File: config.mk
export PLATFORM = sky130hd
export DESIGN_NAME = text_overlay_scheduler
export DESIGN_NICKNAME = d
export VERILOG_FILES = /design/src/rtl/text_overlay_scheduler.sv
export SDC_FILE = /design/constraint.sdc
export NUM_CORES = 1
export LEC_CHECK = 0
export CORE_UTILIZATION = 50
export DETAILED_ROUTE_END_ITERATION = 16
export DONT_BUFFER_PORTS = 1
export PLACE_DENSITY = 0.69
export SLEW_MARGIN = 30
export SYNTH_ARGS = -nofsm -noshare
export SYNTH_HDL_FRONTEND = slang
export SYNTH_SLANG_ARGS = --single-unit
File: constraint.sdc
create_clock -name clk -period 3.17 [get_ports clk]
set_clock_uncertainty 0.1 [all_clocks]
set_input_delay 0.634 -clock clk [delete_from_list [all_inputs] [get_ports clk]]
set_output_delay 0.634 -clock clk [all_outputs]
set_load 0.02 [all_outputs]
File: src/rtl/text_overlay_scheduler.sv
// -----------------------------------------------------------------------------
// text_overlay_scheduler
//
// Shares one overlay pixel output between up to four text banner generators.
// Sources are picked round-robin from the enable mask; each picked banner runs
// a frame-timed show cycle: slide-in, steady, blink-out, then a blank gap.
//
// Ports:
//   clk            pixel clock
//   rst_n          asynchronous active-low reset
//   frame_start    one-cycle pulse at the first pixel of each frame
//   src_en         per-source enable mask (may change any cycle)
//   skip           request to end the current banner at the next frame start
//   overlay_in     per-source overlay bits for the current pixel
//   overlay_active registered, gated overlay pixel (1-cycle latency)
//   sel            index of the scheduled source
//   y_shift        slide offset in text rows, 0 = final position
//   busy           high while a banner is sliding, showing or blinking
// -----------------------------------------------------------------------------
module text_overlay_scheduler #(
  parameter int NUM_SRC      = 4,
  parameter int GAP_FRAMES   = 15,
  parameter int SLIDE_ROWS   = 8,
  parameter int SHOW_FRAMES  = 120,
  parameter int BLINK_FRAMES = 32
) (
  input  logic               clk,
  input  logic               rst_n,
  input  logic               frame_start,
  input  logic [NUM_SRC-1:0] src_en,
  input  logic               skip,
  input  logic [NUM_SRC-1:0] overlay_in,
  output logic               overlay_active,
  output logic [1:0]         sel,
  output logic [5:0]         y_shift,
  output logic               busy
);

  typedef enum logic [1:0] {
    ST_GAP   = 2'd0,
    ST_SLIDE = 2'd1,
    ST_SHOW  = 2'd2,
    ST_BLINK = 2'd3
  } state_t;

  localparam logic [7:0] GAP_LAST   = 8'(GAP_FRAMES - 1);
  localparam logic [7:0] SHOW_LAST  = 8'(SHOW_FRAMES - 1);
  localparam logic [7:0] BLINK_LAST = 8'(BLINK_FRAMES - 1);
  localparam logic [5:0] SLIDE_INIT = 6'(SLIDE_ROWS);
  localparam logic [1:0] RR_INIT    = 2'(NUM_SRC - 1);

  state_t     state;
  state_t     state_nxt;
  logic [7:0] frame_cnt;
  logic [1:0] rr_last;
  logic       skip_pend;

  // Source vectors padded to the full 2-bit index range; the padding bits
  // are zero, so an out-of-range sel reads as disabled / no pixel.
  logic [3:0] en4;
  logic [3:0] ov4;
  logic       en_sel;
  logic       drop;
  logic       skip_fire;
  logic       found;
  logic [1:0] found_idx;
  logic       gap_wrap;
  logic       start_banner;
  logic       vis;
  logic       pix_p0;

  // First enabled source after `last`, wrapping, with `last` itself checked
  // at the end. Bit 2 of the result flags that a source was found.
  function automatic logic [2:0] rr_search(input logic [3:0] en,
                                           input logic [1:0] last);
    logic [2:0] res;
    int         idx;
    res = 3'b000;
    for (int k = 1; k <= NUM_SRC; k++) begin
      idx = (int'(last) + k) % NUM_SRC;
      if (!res[2] && en[2'(idx)]) begin
        res = {1'b1, 2'(idx)};
      end
    end
    return res;
  endfunction

  assign en4                = 4'(src_en);
  assign ov4                = 4'(overlay_in);
  assign en_sel             = en4[sel];
  assign drop               = busy & ~en_sel;
  assign skip_fire          = frame_start & skip_pend;
  assign {found, found_idx} = rr_search(en4, rr_last);
  assign gap_wrap           = (state == ST_GAP) && frame_start && (frame_cnt == GAP_LAST);
  assign start_banner       = (state == ST_GAP) && (state_nxt == ST_SLIDE);

  // State register
  always_ff @(posedge clk or negedge rst_n) begin
    if (!rst_n) begin
      state <= ST_GAP;
    end else begin
      state <= state_nxt;
    end
  end

  // Next-state logic; later assignments override earlier ones, giving
  // enable drop > pending skip > normal frame-timed transition.
  always_comb begin
    state_nxt = state;
    case (state)
      ST_GAP:   if (gap_wrap && found)                            state_nxt = ST_SLIDE;
      ST_SLIDE: if (frame_start && (y_shift == 6'd1))             state_nxt = ST_SHOW;
      ST_SHOW:  if (frame_start && (frame_cnt == SHOW_LAST))      state_nxt = ST_BLINK;
      ST_BLINK: if (frame_start && (frame_cnt == BLINK_LAST))     state_nxt = ST_GAP;
      default:                                                    state_nxt = ST_GAP;
    endcase
    if (skip_fire) state_nxt = ST_GAP;
    if (drop)      state_nxt = ST_GAP;
  end

  // Output decode; blink-out shows 4 frames on, 4 frames off.
  always_comb begin
    busy = 1'b0;
    vis  = 1'b0;
    case (state)
      ST_SLIDE, ST_SHOW: begin
        busy = 1'b1;
        vis  = 1'b1;
      end
      ST_BLINK: begin
        busy = 1'b1;
        vis  = ~frame_cnt[2];
      end
      default: begin
        busy = 1'b0;
        vis  = 1'b0;
      end
    endcase
  end

  assign pix_p0 = ov4[sel] & vis;

  // Frame counter, scheduling registers and the pixel output register
  always_ff @(posedge clk or negedge rst_n) begin
    if (!rst_n) begin
      frame_cnt      <= 8'd0;
      sel            <= 2'd0;
      rr_last        <= RR_INIT;
      y_shift        <= 6'd0;
      skip_pend      <= 1'b0;
      overlay_active <= 1'b0;
    end else begin
      // A failed GAP search also restarts the gap count.
      if ((state_nxt != state) || gap_wrap) begin
        frame_cnt <= 8'd0;
      end else if (frame_start) begin
        frame_cnt <= frame_cnt + 8'd1;
      end

      if (start_banner) begin
        sel     <= found_idx;
        rr_last <= found_idx;
      end

      if (state_nxt == ST_GAP) begin
        y_shift <= 6'd0;
      end else if (start_banner) begin
        y_shift <= SLIDE_INIT;
      end else if ((state == ST_SLIDE) && frame_start) begin
        y_shift <= y_shift - 6'd1;
      end

      // Pending skip survives only while a banner keeps running.
      skip_pend <= (state_nxt != ST_GAP) & (skip_pend | (skip & busy));

      overlay_active <= pix_p0;
    end
  end

endmodule

Word level (Yosys, flattened, before mapping)
Cells that the tools add are included.
{ "word_totals": {"reg_bits": 22, "inputBits": 12, "output_inout_bits": 10, "wordCells": 91} }
{ "op_classes": {"addsub": 6, "order_cmp": 5, "eq_ne": 9, "n_mux": 34, "n_bitwise": 8, "n_reduce_logical": 22} }
{ "ops": {"columns": ["op", "n"], "rows": [
  ["$mux 6", 3],
  ["$lt 2x4->1 const B", 4],
  ["$mux 8", 2],
  ["$bmux 1 s2", 6],
  ["$mux 2", 6],
  ["$mux 3", 4],
  ["$logic_and 1x1->1", 11],
  ["$mux 1", 11],
  ["$add 8x1->8 const B", 1],
  ["$eq 8x4->1 const B", 1],
  ["$eq 8x5->1 const B", 1],
  ["$eq 8x7->1 const B", 1],
  ["$pmux 2 s4", 1],
  ["$eq 6x1->1 const B", 1],
  ["$sub 6x1->6 const B", 1],
  ["$and 1x1->1", 5],
  ["$add 2x1->2 const B", 2],
  ["$add 2x2->2 const B", 2],
  ["$eq 2x1->1 const B", 2],
  ["$eq 2x2->1 const B", 2],
  ["$logic_not 2->1", 2],
  ["$reduce_bool 2->1", 2],
  ["$logic_not 1->1", 3],
  ["$lt 2x3->1 const B", 1],
  ["other kinds (8)", 9]
]} }

Longest topological paths before layout
Gate-level depths: netlist of run 1.
{ "logic_depth": {"word_depth": 23, "depth_mapped": 9, "mapped_depth_nobuf": 8} }

Worst setup path after synthesis of run 1
Ideal clock, no wire load.
{ "synth_timing": {"path_kind": "flip-flop to flip-flop", "startpoint": "register state[1]", "endpoint": "register frame_cnt[0]", "setup_ps": 101, "arrival_time_ps": 2133, "required_ps": 2969, "slack_ps": 835, "stages_incl_launch_ff": 9, "n_path_buf": 0, "period_less_slack_ps": 2335, "cell_sequence": "dfrtp_1 -> inv_1 -> ha_1 -> nor4b_1 -> a221oi_1 -> a31o_2 -> o31ai_1 -> o311ai_2 -> nor4_1"} }
{ "synth_via": {"elab_chain_cells": 11, "word_cells_on_any_way": 21, "classes_between": "4 x eq/ne; 9 x mux; 1 x bitwise; 7 x reduce/logical"} }
{ "synth_lines": {"columns": ["item", "line_no", "rtl"], "rows": [
  ["start, declared", "52", "state_t state;"],
  ["start signal, assigned", "102", "state <= state_nxt;"],
  ["$logic_not 2->1", "94, 110", null],
  ["$logic_and 1x1->1 (2 in a row)", "94", "assign gap_wrap = (state == ST_GAP) && frame_start && (frame_cnt == GAP_LAST);"],
  ["$logic_and 1x1->1", "111", "ST_GAP: if (gap_wrap && found) state_nxt = ST_SLIDE;"],
  ["$mux 2", "111", null],
  ["$pmux 2 s4", "110", "case (state)"],
  ["$mux 2", "117", "if (skip_fire) state_nxt = ST_GAP;"],
  ["$mux 2", "118", "if (drop) state_nxt = ST_GAP;"],
  ["$ne 2x2->1", "154", "if ((state_nxt != state) || gap_wrap) begin"],
  ["$logic_or 1x1->1 (*)", "154", null],
  ["$mux 8 / $reduce_bool 2->1 (equally long branches)", null, null],
  ["end signal, assigned", "157", "frame_cnt <= frame_cnt + 8'd1;"],
  ["end, declared", "54", "logic [7:0] frame_cnt;"]
]} }
Mark *: on every way between the ends. The rest lies on a longest branch, timed or not.
A chain may end at the register's enable or synchronous reset.

Worst setup path in the final report of run 1
{ "layout_timing": {"startpoint": "register state[1]", "endpoint": "register frame_cnt[1]"} }
Same word-level chain as after synthesis.

==> results.cfg, run 1 <==
[cells_and_area]
final_common_cell = dfrtp_1
n_antenna_cell = 0
syn_to_final_growth_pct = 3.70
final_cell_mix = dfrtp_1 (20), nor2_1 (12), inv_1 (11)
layout-drive-gt1-share_pct = 13.0
final_cells = 176
nFillCells = 230
fin_util_pct = 56.9
final_cell_area_mm2 = 0.00147
fin_nets = 168

[critical_path]
timing.rr.start = state[1]
reg2reg_slack_ns = 0.46
cp-start-kind = flop
reg2reg_depth = 8
cp.required_ns = 3.28
crit_path_end_kind = flop
path_max_fanout = 8
crit_type = flop to flop
worst_ep_arrival_time_ns = 2.82
regToRegEndpoint = frame_cnt[1]
cp-startpoint = state[1]

[placed_design]
dp.cells = 171
placed_cell_area_mm2 = 0.00144
hpwl_um = 2150
gp_congestion = 0.888
pre_cts_ws_ns = 0.495
io_buffers = 0

[floorplan]
dieArea_mm2 = 0.00306
rows = 18
start_util_pct = 54.9
io_pins = 22
coreArea_mm2 = 0.00259
die_w_um = 55.3
die_h_um = 55.3

[clock_tree]
cts_tree = built
cts-resized-gates = 0
clockRootBuffer = clkbuf_4
cts_hold_buf = 1
cts_buffers = 3
clock_path_buffers = 2
htree_num_levels = 1
post_cts_buffers = 0
clk_pin_slew_ns = 0.12
insertion_delay_ns = 0.31
clkSinkCount = 22

[power_and_ir_drop]
p_per_area_mw_per_mm2 = 753
max-vdd-ir-drop_v = 0.000466
clkPwrFrac_pct = 12.1
switching_power_mw = 0.477
finalPower_mw = 1.11
power_frac_seq_pct = 45.9
p_leak_nw = 0.602
comb_power_share_pct = 41.9
intPower_mw = 0.634
swShare_pct = 42.9

[yosys]
synth_seq_area_share_pct = 38.9
synth.largest_area_cell = dfrtp_1
syn_area_mm2 = 0.00142
yosysTopAreaCellShare_pct = 35.2
yosysWarnings = 0
yosysUniqueCellTypes = 41
synthCells = 144
syn_nets = 165
syn_avg_cell_area_um2 = 9.87
yosys_register_bits = 22
synthTopCellsByArea = dfrtp_1 (35%), ha_1 (7.9%), xnor2_1 (4.3%)

[route]
wl_met3_um = 163
drc = 0
viasPerCell = 6.30
highest_layer = met4
dr_total_vias = 1108
first_pass_iters = 4
antenna_left = 0
wl_per_cell_um = 16.6
routed_wl_um = 2930
met2_length_um = 1400
wl_met1_um = 1350
drtIter0Drc = 64

[global_routing]
grt.total_usage_pct = 20.3
grt_pass1_wl_um = 4970
grt_pass1_vias = 1071
grt_overflow_total = 0
antenna_found_initial = 0
grt_max_degree = 21

[worst_hold_path]
hold_class = primary input to asynchronous set/reset pin

[timing]
slew_headroom_pct = 48.5
whs_ns = 0.0511
finalMaxSlewViolations = 0
period_share_pct = 85.5
post-route-worst-setup-slack_ns = 0.460
setup_viol = 0
max_freq_mhz = 369
fin_tns_setup_ns = 0
hold_violations = 0
tightest_slew_ns = 0.767
period_minus_slack_ns = 2.71
grt_setup_unrepaired = false

[run_status]
status = completed

[flow_run]
drv_cap = 0
[cell usage after synthesis]
cell type and number:
a21o_1 1, a21oi_1 7, a21oi_2 1, a221oi_1 1
a311oi_1 1, a31o_2 1, a31oi_1 2, and3_1 1
buf_2 1, buf_4 1, clkbuf_1 1, dfrtp_1 20
dfstp_2 2, ha_1 9, inv_1 11, mux2_2 4
mux2i_1 1, mux4_2 2, nand2_1 10, nand2b_1 2
nand3_1 2, nand4_1 4, nand4b_1 1, nor2_1 12
nor2b_1 1, nor3_1 9, nor3b_1 2, nor4_1 5
nor4_4 2, nor4b_1 1, nor4bb_1 1, o211ai_1 1
o211ai_2 1, o21ai_0 7, o221ai_1 1, o311ai_2 1
o31a_1 1, o31ai_1 1, or3_4 1, xnor2_1 7
xor2_1 4
[layer usage]
| layer | GRT usage, % | vias up |
|---|---|---|
| li1 | - | 525 |
| met1 | 30.2 | 547 |
| met2 | 30.3 | 34 |
| met3 | 3.75 | 2 |
| met4 | 5.36 | 0 |
| met5 | 0 | - |
[area by class of cell]
| class | count | area (um2) | area share, % |
|---|---|---|---|
| clock buffer | 4 | 26.3 | 1.78 |
| inverter | 11 | 41.3 | 2.80 |
| multi-input combinational | 108 | 811 | 55.0 |
| sequential | 22 | 553 | 37.5 |
| tap | 30 | 37.5 | 2.55 |
| timing repair buffer | 1 | 5.00 | 0.340 |
[power groups by stage]
stage                     clock [mW]  combinational [mW]  sequential, mW
after floorplan                    0               0.408           0.473
after global placement             0               0.443           0.507
after detailed placement           0               0.456           0.515
after CTS                      0.138               0.467           0.509
after global routing           0.149               0.513           0.526
final                          0.135               0.466           0.510
[critical path: stages, from the launching register on]
cell      delay, ns
dfrtp_1        0.46
inv_1          0.14
ha_1           0.35
nor4b_1        0.29
a221oi_1       0.13
a31o_2         0.28
o31ai_1        0.26
o311ai_2       0.27
nor4_1         0.32
[worst max-delay path by stage]
| stage | end | depth (start not counted) | slack (ns) |
|---|---|---|---|
| after global placement | y_shift[1] | 8 | 0.60 |
| after floorplan | frame_cnt[0] | 8 | 0.84 |
| final | frame_cnt[1] | 8 | 0.46 |
| after global routing | y_shift[1] | 8 | 0.22 |
| after CTS | frame_cnt[0] | 8 | 0.45 |
| after detailed placement | frame_cnt[0] | 8 | 0.49 |
[registers in the layout (all words and copies together), names as in the netlist]
| name | flops |
|---|---|
| skip_pend | 1 |
| state | 2 |
| rr_last | 2 |
| overlay_active | 1 |
| frame_cnt | 8 |
| y_shift | 6 |
| sel | 2 |
[logic make-up after synthesis]
group | synth area share [%]
mux | 7.04
simple gates | 22.2
xor+xnor | 6.78
flops | 38.9
fa+ha+maj | 7.92
compound gates | 13.1
buf+inv | 4.05
(Power assumes the default switching activity.)
==> run 2: changes to the inputs <==
Settings changed: SKIP_CTS_REPAIR_TIMING set to 1.
==> results.cfg, run 2 (synthesis results as in run 1) <==
[floorplan]
io_pins = 22
coreArea_mm2 = 0.00259
die_h_um = 55.3
rows = 18
die_w_um = 55.3
dieArea_mm2 = 0.00306
start_util_pct = 54.9

[placed_design]
io_buffers = 0
gp_congestion = 0.888
placed_cell_area_mm2 = 0.00144
pre_cts_ws_ns = 0.495
dp.cells = 171
hpwl_um = 2150

[timing]
finalMaxSlewViolations = 0
slew_headroom_pct = 40.5
setup_viol = 0
hold_violations = 0
period_minus_slack_ns = 2.72
tightest_slew_ns = 0.889
max_freq_mhz = 368
period_share_pct = 85.7
post-route-worst-setup-slack_ns = 0.452
whs_ns = 0.0596
fin_tns_setup_ns = 0
grt_setup_unrepaired = false

[critical_path]
cp-start-kind = flop
cp.required_ns = 3.27
reg2reg_depth = 8
reg2reg_slack_ns = 0.45
regToRegEndpoint = frame_cnt[1]
path_max_fanout = 8
worst_ep_arrival_time_ns = 2.82
timing.rr.start = state[1]
crit_path_end_kind = flop
crit_type = flop to flop

[power_and_ir_drop]
clkPwrFrac_pct = 11.7
comb_power_share_pct = 42.2
switching_power_mw = 0.470
swShare_pct = 42.6
finalPower_mw = 1.10
p_per_area_mw_per_mm2 = 747
power_frac_seq_pct = 46.1
max-vdd-ir-drop_v = 0.000466
p_leak_nw = 0.602
intPower_mw = 0.634

[global_routing]
grt_max_degree = 23
grt_overflow_total = 0
grt_pass1_wl_um = 4880
grt_pass1_vias = 1066
antenna_found_initial = 0
grt.total_usage_pct = 19.9

[route]
highest_layer = met4
wl_per_cell_um = 16.5
wl_met3_um = 175
viasPerCell = 6.25
first_pass_iters = 4
met2_length_um = 1360
routed_wl_um = 2900
drc = 0
dr_total_vias = 1100
drtIter0Drc = 60
wl_met1_um = 1350
antenna_left = 0

[clock_tree]
cts_buffers = 3
clock_path_buffers = 2
htree_num_levels = 1
cts_tree = built
insertion_delay_ns = 0.30
clkSinkCount = 22
clockRootBuffer = clkbuf_4
clk_pin_slew_ns = 0.11

[cells_and_area]
syn_to_final_growth_pct = 4.05
largestRegisters = frame_cnt: 8 flops, y_shift: 6 flops
largest_reg_flops = 8
fin_nets = 168
fin_util_pct = 57.1
final_cell_area_mm2 = 0.00148
final_cells = 176
regMostFlops = frame_cnt
nFillCells = 228
final_common_cell = dfrtp_1
final_cell_mix = dfrtp_1 (20), nor2_1 (12), inv_1 (11)
n_antenna_cell = 0
layout-drive-gt1-share_pct = 12.3

[worst_hold_path]
hold_class = primary input to asynchronous set/reset pin

[run_status]
status = completed

[flow_run]
drv_cap = 0
run 2: cell types whose count changed in the layout (fill, tap and decap cells not counted), sizes merged:
cell         delta
dlygate4sd3     +1
buf             -1
run 2: worst max-delay path, cell delays in order, from the launching register on:
cell and delay, ns:
dfrtp_1 0.46, inv_1 0.15, ha_1 0.36, nor4b_1 0.29
a221oi_1 0.13, a31o_2 0.28, o31ai_1 0.27, o311ai_2 0.27
nor4_1 0.32
run 2: how the worst max path moves through the flow:
stage	start	endpoint	slack, ns	cells after the start
6_report	state[1]	frame_cnt[1]	0.45	8
3_5_place_dp	state[1]	frame_cnt[0]	0.49	8
4_1_cts	state[1]	frame_cnt[0]	0.45	8
5_1_grt	state[1]	y_shift[1]	0.22	8
3_3_place_gp	state[1]	y_shift[1]	0.60	8
2_1_floorplan	state[1]	frame_cnt[0]	0.84	8
run 2: cell type report:
| type | count | area [um2] | area share [%] |
|---|---|---|---|
| Sequential cell | 22 | 553 | 37.4 |
| Clock buffer | 4 | 26.3 | 1.78 |
| Multi-Input combinational cell | 108 | 811 | 54.8 |
| Inverter | 11 | 41.3 | 2.79 |
| Tap cell | 30 | 37.5 | 2.54 |
| Timing Repair Buffer | 1 | 10.0 | 0.677 |
run 2: power groups by stage:
stage | combinational (mW) | sequential, mW | clock (mW)
floorplan | 0.408 | 0.473 | 0
global placement | 0.443 | 0.507 | 0
detailed placement | 0.456 | 0.515 | 0
CTS | 0.460 | 0.509 | 0.138
global route | 0.513 | 0.526 | 0.148
finish | 0.466 | 0.509 | 0.129
run 2: per-layer routing:
metal	up-vias	GRT usage, %
met2	35	30.5
met4	0	5.36
met1	539	29.3
met3	2	3.04
li1	524	-
met5	-	0
